--- config.mk ---
export PLATFORM = sky130hd
export DESIGN_NAME = block_slider
export DESIGN_NICKNAME = d
export VERILOG_FILES = /design/src/rtl/block_slider.sv
export SDC_FILE = /design/constraint.sdc
export NUM_CORES = 1
export LEC_CHECK = 0
export ABC_CLOCK_PERIOD_IN_PS = 6790
export BUFFER_PORTS_ARGS = -buffer_cell sky130_fd_sc_hd__buf_2
export CAP_MARGIN = 20
export CORE_ASPECT_RATIO = 1.5
export CORE_MARGIN = 1.5
export CORE_UTILIZATION = 62
export CTS_BUF_LIST = sky130_fd_sc_hd__clkbuf_8
export DETAILED_ROUTE_END_ITERATION = 8
export HOLD_SLACK_MARGIN = 0.03
export PLACE_DENSITY = 0.92
export SLEW_MARGIN = 20
export SYNTH_ARGS = -nofsm -noshare
export SYNTH_HDL_FRONTEND = slang
export SYNTH_SLANG_ARGS = --single-unit
--- constraint.sdc ---
create_clock -name clk -period 6.79 [get_ports clk]
set_input_delay 0.3395 -clock clk [delete_from_list [all_inputs] [get_ports clk]]
set_output_delay 0.3395 -clock clk [all_outputs]
set_load 0.03 [all_outputs]
--- src/rtl/block_slider.sv ---
// Moving-block producer: bounces a unit-aligned block, evaluates the player's stop
// against the stored block, and sequences level progression, win and game-over.
module block_slider #(
  parameter int UNIT_LOG2 = 4,
  parameter int COLS      = 20,
  parameter int INIT_SIZE = 4,
  parameter int SPEED_DIV = 2500000,
  parameter int MAX_LEVEL = 12
) (
  input  logic       clk,
  input  logic       resetn,
  input  logic       go,
  input  logic [8:0] prev_block_start,
  input  logic [8:0] prev_block_end,
  input  logic [3:0] prev_block_size,
  output logic [8:0] curr_block_start,
  output logic [8:0] curr_block_end,
  output logic [3:0] curr_block_size,
  output logic       stop_true,
  output logic       intersect_true,
  output logic [3:0] level,
  output logic       game_over,
  output logic       win
);

  localparam int TW = $clog2(SPEED_DIV);
  localparam logic [TW-1:0] TICK_MAX = TW'(SPEED_DIV - 1);
  localparam logic [6:0]    COLS7    = 7'(COLS);

  typedef enum logic [2:0] {S_LOAD, S_MOVE, S_EVAL, S_COMMIT, S_OVER} state_t;

  state_t        state_q, state_d;
  logic [6:0]    pos_q, pos_d, os_q, os_d;
  logic [3:0]    size_q, size_d, next_size_q, next_size_d, ovl_q, ovl_d;
  logic [3:0]    level_q, level_d, csize_q, csize_d;
  logic [TW-1:0] tick_q, tick_d;
  logic          dir_q, dir_d, go_q, hit_q, hit_d;
  logic [8:0]    start_q, start_d, end_q, end_d;
  logic          stop_q, stop_d, isect_q, isect_d, over_q, over_d, win_q, win_d;

  // The tracker's right edge is implied by start and size, so only those are used.
  logic unused_prev_end;
  assign unused_prev_end = ^prev_block_end;

  function automatic logic [8:0] px(input logic [6:0] u);
    px = 9'({9'b0, u} << UNIT_LOG2);
  endfunction

  logic       go_edge;
  logic [6:0] size7, p7, pe7, ce7, ov_s, ov_e;
  assign go_edge = go && !go_q;
  assign size7   = 7'(size_q);
  assign p7      = 7'(prev_block_start >> UNIT_LOG2);
  assign pe7     = p7 + 7'(prev_block_size) - 7'd1;
  assign ce7     = pos_q + size7 - 7'd1;

  always_comb begin
    ov_s = pos_q;
    ov_e = ce7;
    if (prev_block_size != 4'd0) begin
      ov_s = (pos_q > p7) ? pos_q : p7;
      ov_e = (ce7 < pe7) ? ce7 : pe7;
    end
  end

  always_comb begin
    state_d     = state_q;
    pos_d       = pos_q;
    size_d      = size_q;
    dir_d       = dir_q;
    tick_d      = tick_q;
    next_size_d = next_size_q;
    os_d        = os_q;
    ovl_d       = ovl_q;
    hit_d       = hit_q;
    level_d     = level_q;
    start_d     = start_q;
    end_d       = end_q;
    csize_d     = csize_q;
    stop_d      = 1'b0;
    isect_d     = 1'b0;
    over_d      = over_q;
    win_d       = win_q;
    case (state_q)
      S_LOAD: begin
        pos_d   = '0;
        dir_d   = 1'b1;
        tick_d  = '0;
        size_d  = next_size_q;
        start_d = '0;
        end_d   = px(7'(next_size_q)) - 9'd1;
        csize_d = next_size_q;
        state_d = S_MOVE;
      end
      S_MOVE: begin
        if (go_edge) begin
          state_d = S_EVAL;
        end else if (tick_q == TICK_MAX) begin
          tick_d = '0;
          // A full-width block has nowhere to go and stays parked at the left edge.
          if (size7 != COLS7) begin
            if (dir_q) begin
              if (pos_q + size7 < COLS7) pos_d = pos_q + 7'd1;
              else begin dir_d = 1'b0; pos_d = pos_q - 7'd1; end
            end else begin
              if (pos_q != 7'd0) pos_d = pos_q - 7'd1;
              else begin dir_d = 1'b1; pos_d = pos_q + 7'd1; end
            end
          end
          start_d = px(pos_d);
          end_d   = px(pos_d + size7) - 9'd1;
        end else begin
          tick_d = tick_q + TW'(1);
        end
      end
      S_EVAL: begin
        os_d    = ov_s;
        ovl_d   = 4'(ov_e - ov_s + 7'd1);
        hit_d   = (ov_s <= ov_e);
        state_d = S_COMMIT;
      end
      S_COMMIT: begin
        stop_d  = 1'b1;
        isect_d = hit_q;
        if (hit_q) begin
          start_d     = px(os_q);
          end_d       = px(os_q + 7'(ovl_q)) - 9'd1;
          csize_d     = ovl_q;
          next_size_d = ovl_q;
          level_d     = level_q + 4'd1;
          if (level_q + 4'd1 == 4'(MAX_LEVEL)) begin
            win_d   = 1'b1;
            over_d  = 1'b1;
            state_d = S_OVER;
          end else begin
            state_d = S_LOAD;
          end
        end else begin
          over_d  = 1'b1;
          state_d = S_OVER;
        end
      end
      S_OVER:  state_d = S_OVER;
      default: state_d = S_LOAD;
    endcase
  end

  always_ff @(posedge clk) begin
    if (!resetn) begin
      state_q     <= S_LOAD;
      pos_q       <= '0;
      size_q      <= '0;
      dir_q       <= 1'b1;
      tick_q      <= '0;
      next_size_q <= 4'(INIT_SIZE);
      go_q        <= 1'b0;
      os_q        <= '0;
      ovl_q       <= '0;
      hit_q       <= 1'b0;
      level_q     <= '0;
      start_q     <= '0;
      end_q       <= '0;
      csize_q     <= '0;
      stop_q      <= 1'b0;
      isect_q     <= 1'b0;
      over_q      <= 1'b0;
      win_q       <= 1'b0;
    end else begin
      state_q     <= state_d;
      pos_q       <= pos_d;
      size_q      <= size_d;
      dir_q       <= dir_d;
      tick_q      <= tick_d;
      next_size_q <= next_size_d;
      go_q        <= go;
      os_q        <= os_d;
      ovl_q       <= ovl_d;
      hit_q       <= hit_d;
      level_q     <= level_d;
      start_q     <= start_d;
      end_q       <= end_d;
      csize_q     <= csize_d;
      stop_q      <= stop_d;
      isect_q     <= isect_d;
      over_q      <= over_d;
      win_q       <= win_d;
    end
  end

  assign curr_block_start = start_q;
  assign curr_block_end   = end_q;
  assign curr_block_size  = csize_q;
  assign stop_true        = stop_q;
  assign intersect_true   = isect_q;
  assign level            = level_q;
  assign game_over        = over_q;
  assign win              = win_q;

endmodule

==> results.cfg <==
[synth]
yosysTopAreaCell = dfxtp_1
synth_top_family_by_area = simple AND/OR/NAND/NOR gates
synthTopCellsByCount = dfxtp_1 (75), nor2_1 (65), nand2_1 (57)
async_flop_share_pct = 0
synthSimpleGateAreaFrac_pct = 20.7
synth-adder-area-share_pct = 14.6
synth_warnings = 0
yosys_register_bits = 75
yosys-top-cells-area = dfxtp_1 (29%), ha_1 (13%), nor2_1 (4.7%)
synth-main-ff-cell = dfxtp_1
synth.mux.area_fraction_pct = 5.04
yosysTopAreaCellShare_pct = 28.7
synth_cell_type_count = 63
synth_compound_area_share_pct = 15.9
ys_seq_area_share_pct = 28.7
synth_edf_count = 0
synth-xor-area-share_pct = 8.52
synth_cells = 631
avgSynthCellArea_um2 = 8.30
yosysMostFrequentCell = dfxtp_1
synth_area_mm2 = 0.00524

[power_and_ir_drop]
p_comb_share_pct = 37.2
clockPowerShare_pct = 27.6
switchingPower_mw = 0.492
seqPwrFrac_pct = 35.2
p_leak_nw = 2.52
ir_drop_mv = 0.249
total_power_mw = 1.38
p_int_mw = 0.891
swShare_pct = 35.6
p_per_area_mw_per_mm2 = 245

[cts]
clk_pin_slew_ns = 0.08
cts_resized = 0
cts_tree = done
h-tree-depth = 3
cts_inserted_buffers = 9
post-cts-setup-buffer-count = 0
root_buffer = clkbuf_8
cts_hold_buffers = 0
cts_sinks = 75
clock_path_buffers = 2
clock_latency_ns = 0.36

[timing]
tightest_slew_ns = 0.882
hold_viol = 0
finalSetupViolCount = 0
fin_crit_ns = 5.38
max_freq_ghz = 0.186
rsz0062_at_grt = no
tns_ns = 0
slew_viol_final = 0
fin_worst_skew_ns = 0.0113
post-route-period-util_pct = 79.3
maxSlewHeadroom_pct = 41.0
setup_slack_ns = 1.41
whs_ns = 0.223

[worst_setup_path]
cp-end-kind = flop
critPathKind = flop to flop
required_ns = 7.09
cpPeakStageDelay_ns = 0.49
slowest_stage = xor2_1
crit_chain = ha_1 > fa_1 > xor2_1 > a211oi_2 > o21ai_0 > nor2_1 > mux2_2 > a21oi_1 > xor2_1 > ha_1 > o21ai_0 > a21oi_1 > buf_4 > mux2i_1 > ha_1 > nor2b_1 > o21a_1 > o21a_1 > o21a_1 > o21ai_0 > nand2b_1 > a21oi_1 > o221a_2
cp.buffers_inverters = 1
worstSetupStartpointType = flop
path_max_fanout = 9
arrival_ns = 5.69
crit_family = compound AO/OA/AOI/OAI gates

[global_route]
antenna_found_initial = 0
first_global_vias = 4746
grt_pass1_wl_mm = 21.5
grtUsageTotal_pct = 29.8
grt_max_degree = 40
grt_overflow_total = 0

[drt]
via_per_inst = 6.05
drtIter0Drc = 361
dr.pass1.iters = 5
final_antenna_net_count = 0
vias = 4613
drt-total-wl_mm = 12.6
drc = 0
wl_per_cell_um = 16.5

[die]
dieArea_mm2 = 0.00902
die_w_um = 78.1
core-area_mm2 = 0.00811
fp-row-count = 40
io_pins = 55
dieHeight_um = 116
initial_core_util_pct = 64.6

[placement]
hpwl_mm = 9.34
dp_worst_setup_slack_ns = 1.55
port_buffers = 37
placedCellCount = 746
place.gp.congestion = 0.917

[final_layout]
stdcell_count = 762
antennaDiodeCount = 0
area_growth_pct = 7.76
nets = 735
drive_gt1_share_pct = 10.7

[min_path]
hp-class = input pin to flop

[job]
cap_violations = 0

[status]
status = finished clean
[power by group through the flow]
stage | Sequential [mW] | Clock [mW] | Combinational [mW]
3_5_place_dp | 0.495 | 0 | 0.494
3_3_place_gp | 0.494 | 0 | 0.466
6_report | 0.486 | 0.381 | 0.515
4_1_cts | 0.485 | 0.387 | 0.506
5_1_grt | 0.489 | 0.403 | 0.565
2_1_floorplan | 0.505 | 0 | 0.377
[cell families after synthesis]
kind of cell / count (synthesis)
AND/OR/NAND/NOR: 222
AO/OA/AOI/OAI: 120
buffers and inverters: 78
flip-flops: 75
adder cells (fa/ha/maj): 58
XOR/XNOR: 51
multiplexers: 26
other: 1
[layer usage]
layer / up-vias / part of all wire, % / track usage [%]
met5: - / 0 / 0
met4: 0 / 5.7 / 23.1
met3: 62 / 5.9 / 6.54
met2: 197 / 50 / 52.4
met1: 2138 / 38 / 30.7
li1: 2216 / - / -
[stage by stage]
| stage | instance area [um2] | utilization [%] |
|---|---|---|
| global placement | 5420 | 66.9 |
| finish | 5650 | 69.6 |
| CTS | 5650 | 69.6 |
| floorplan | 5250 | - |
| detailed placement | 5420 | 66.9 |
| global route | 5650 | 69.6 |
[area by class of cell]
type                       instances  area [um2]
multi-input combinational        481        3410
fill                             597        2460
sequential                        75        1500
timing repair buffer              40         208
inverter                          45         169
clock buffer                      10         138
tap                              105         131
clock inverter                     6        88.8
[worst reg2reg max path, cell delays in order, from the launching register on]
cell	delay (ns)
dfxtp_1	0.44
ha_1	0.31
fa_1	0.44
xor2_1	0.49
a211oi_2	0.11
o21ai_0	0.32
nor2_1	0.09
mux2_2	0.28
a21oi_1	0.16
xor2_1	0.23
ha_1	0.26
o21ai_0	0.15
a21oi_1	0.05
buf_4	0.18
mux2i_1	0.24
ha_1	0.30
nor2b_1	0.14
o21a_1	0.17
o21a_1	0.17
o21a_1	0.16
o21ai_0	0.14
nand2b_1	0.09
a21oi_1	0.19
o221a_2	0.21
[layout by cell type, fill, tap and decap left out, types with 3 or more instances in the layout]
cell	n
a21boi_0	8
nand2_1	57
mux2i_1	23
nor4_1	5
inv_1	45
nor2b_1	10
buf_2	37
a21o_1	5
o211a_1	6
a22oi_1	3
nand4_1	13
nand3_1	20
nand3b_1	3
nor2_1	65
buf_4	3
dfxtp_1	75
o21ai_0	25
or3_1	6
ha_1	53
clkbuf_8	10
nor4b_1	3
and3_1	7
nor3_1	10
o211ai_1	5
o21a_1	10
o31a_1	3
conb_1	4
nand2b_1	4
fa_1	5
and2_1	5
a211oi_1	4
mux2_2	3
xnor2_1	27
xor2_1	24
a21oi_1	34
[sequential cells by signal, summed over array words and instances, names as in the netlist]
| register | count |
|---|---|
| os_q | 5 |
| curr_block_end | 6 |
| go_q | 1 |
| curr_block_start | 5 |
| stop_true | 1 |
| next_size_q | 4 |
| intersect_true | 1 |
| size_q | 4 |
| tick_q | 22 |
| win | 1 |
| ovl_q | 4 |
| game_over | 1 |
| hit_q | 1 |
| dir_q | 1 |
| pos_q | 7 |
| curr_block_size | 4 |
| state_q | 3 |
| level | 4 |
[path summary, 6_finish.rpt]
| path | from | to | slack (ns) | depth (start not counted) |
|---|---|---|---|---|
| worst max-delay path | pos_q[0] | hit_q | 1.41 | 23 |
| worst min-delay path | go | go_q | 0.22 | 2 |
| worst max register to register | pos_q[0] | hit_q | 1.41 | 23 |
| worst min register to register | win | win | 0.48 | 2 |
Power figures use the tool's default switching activity.
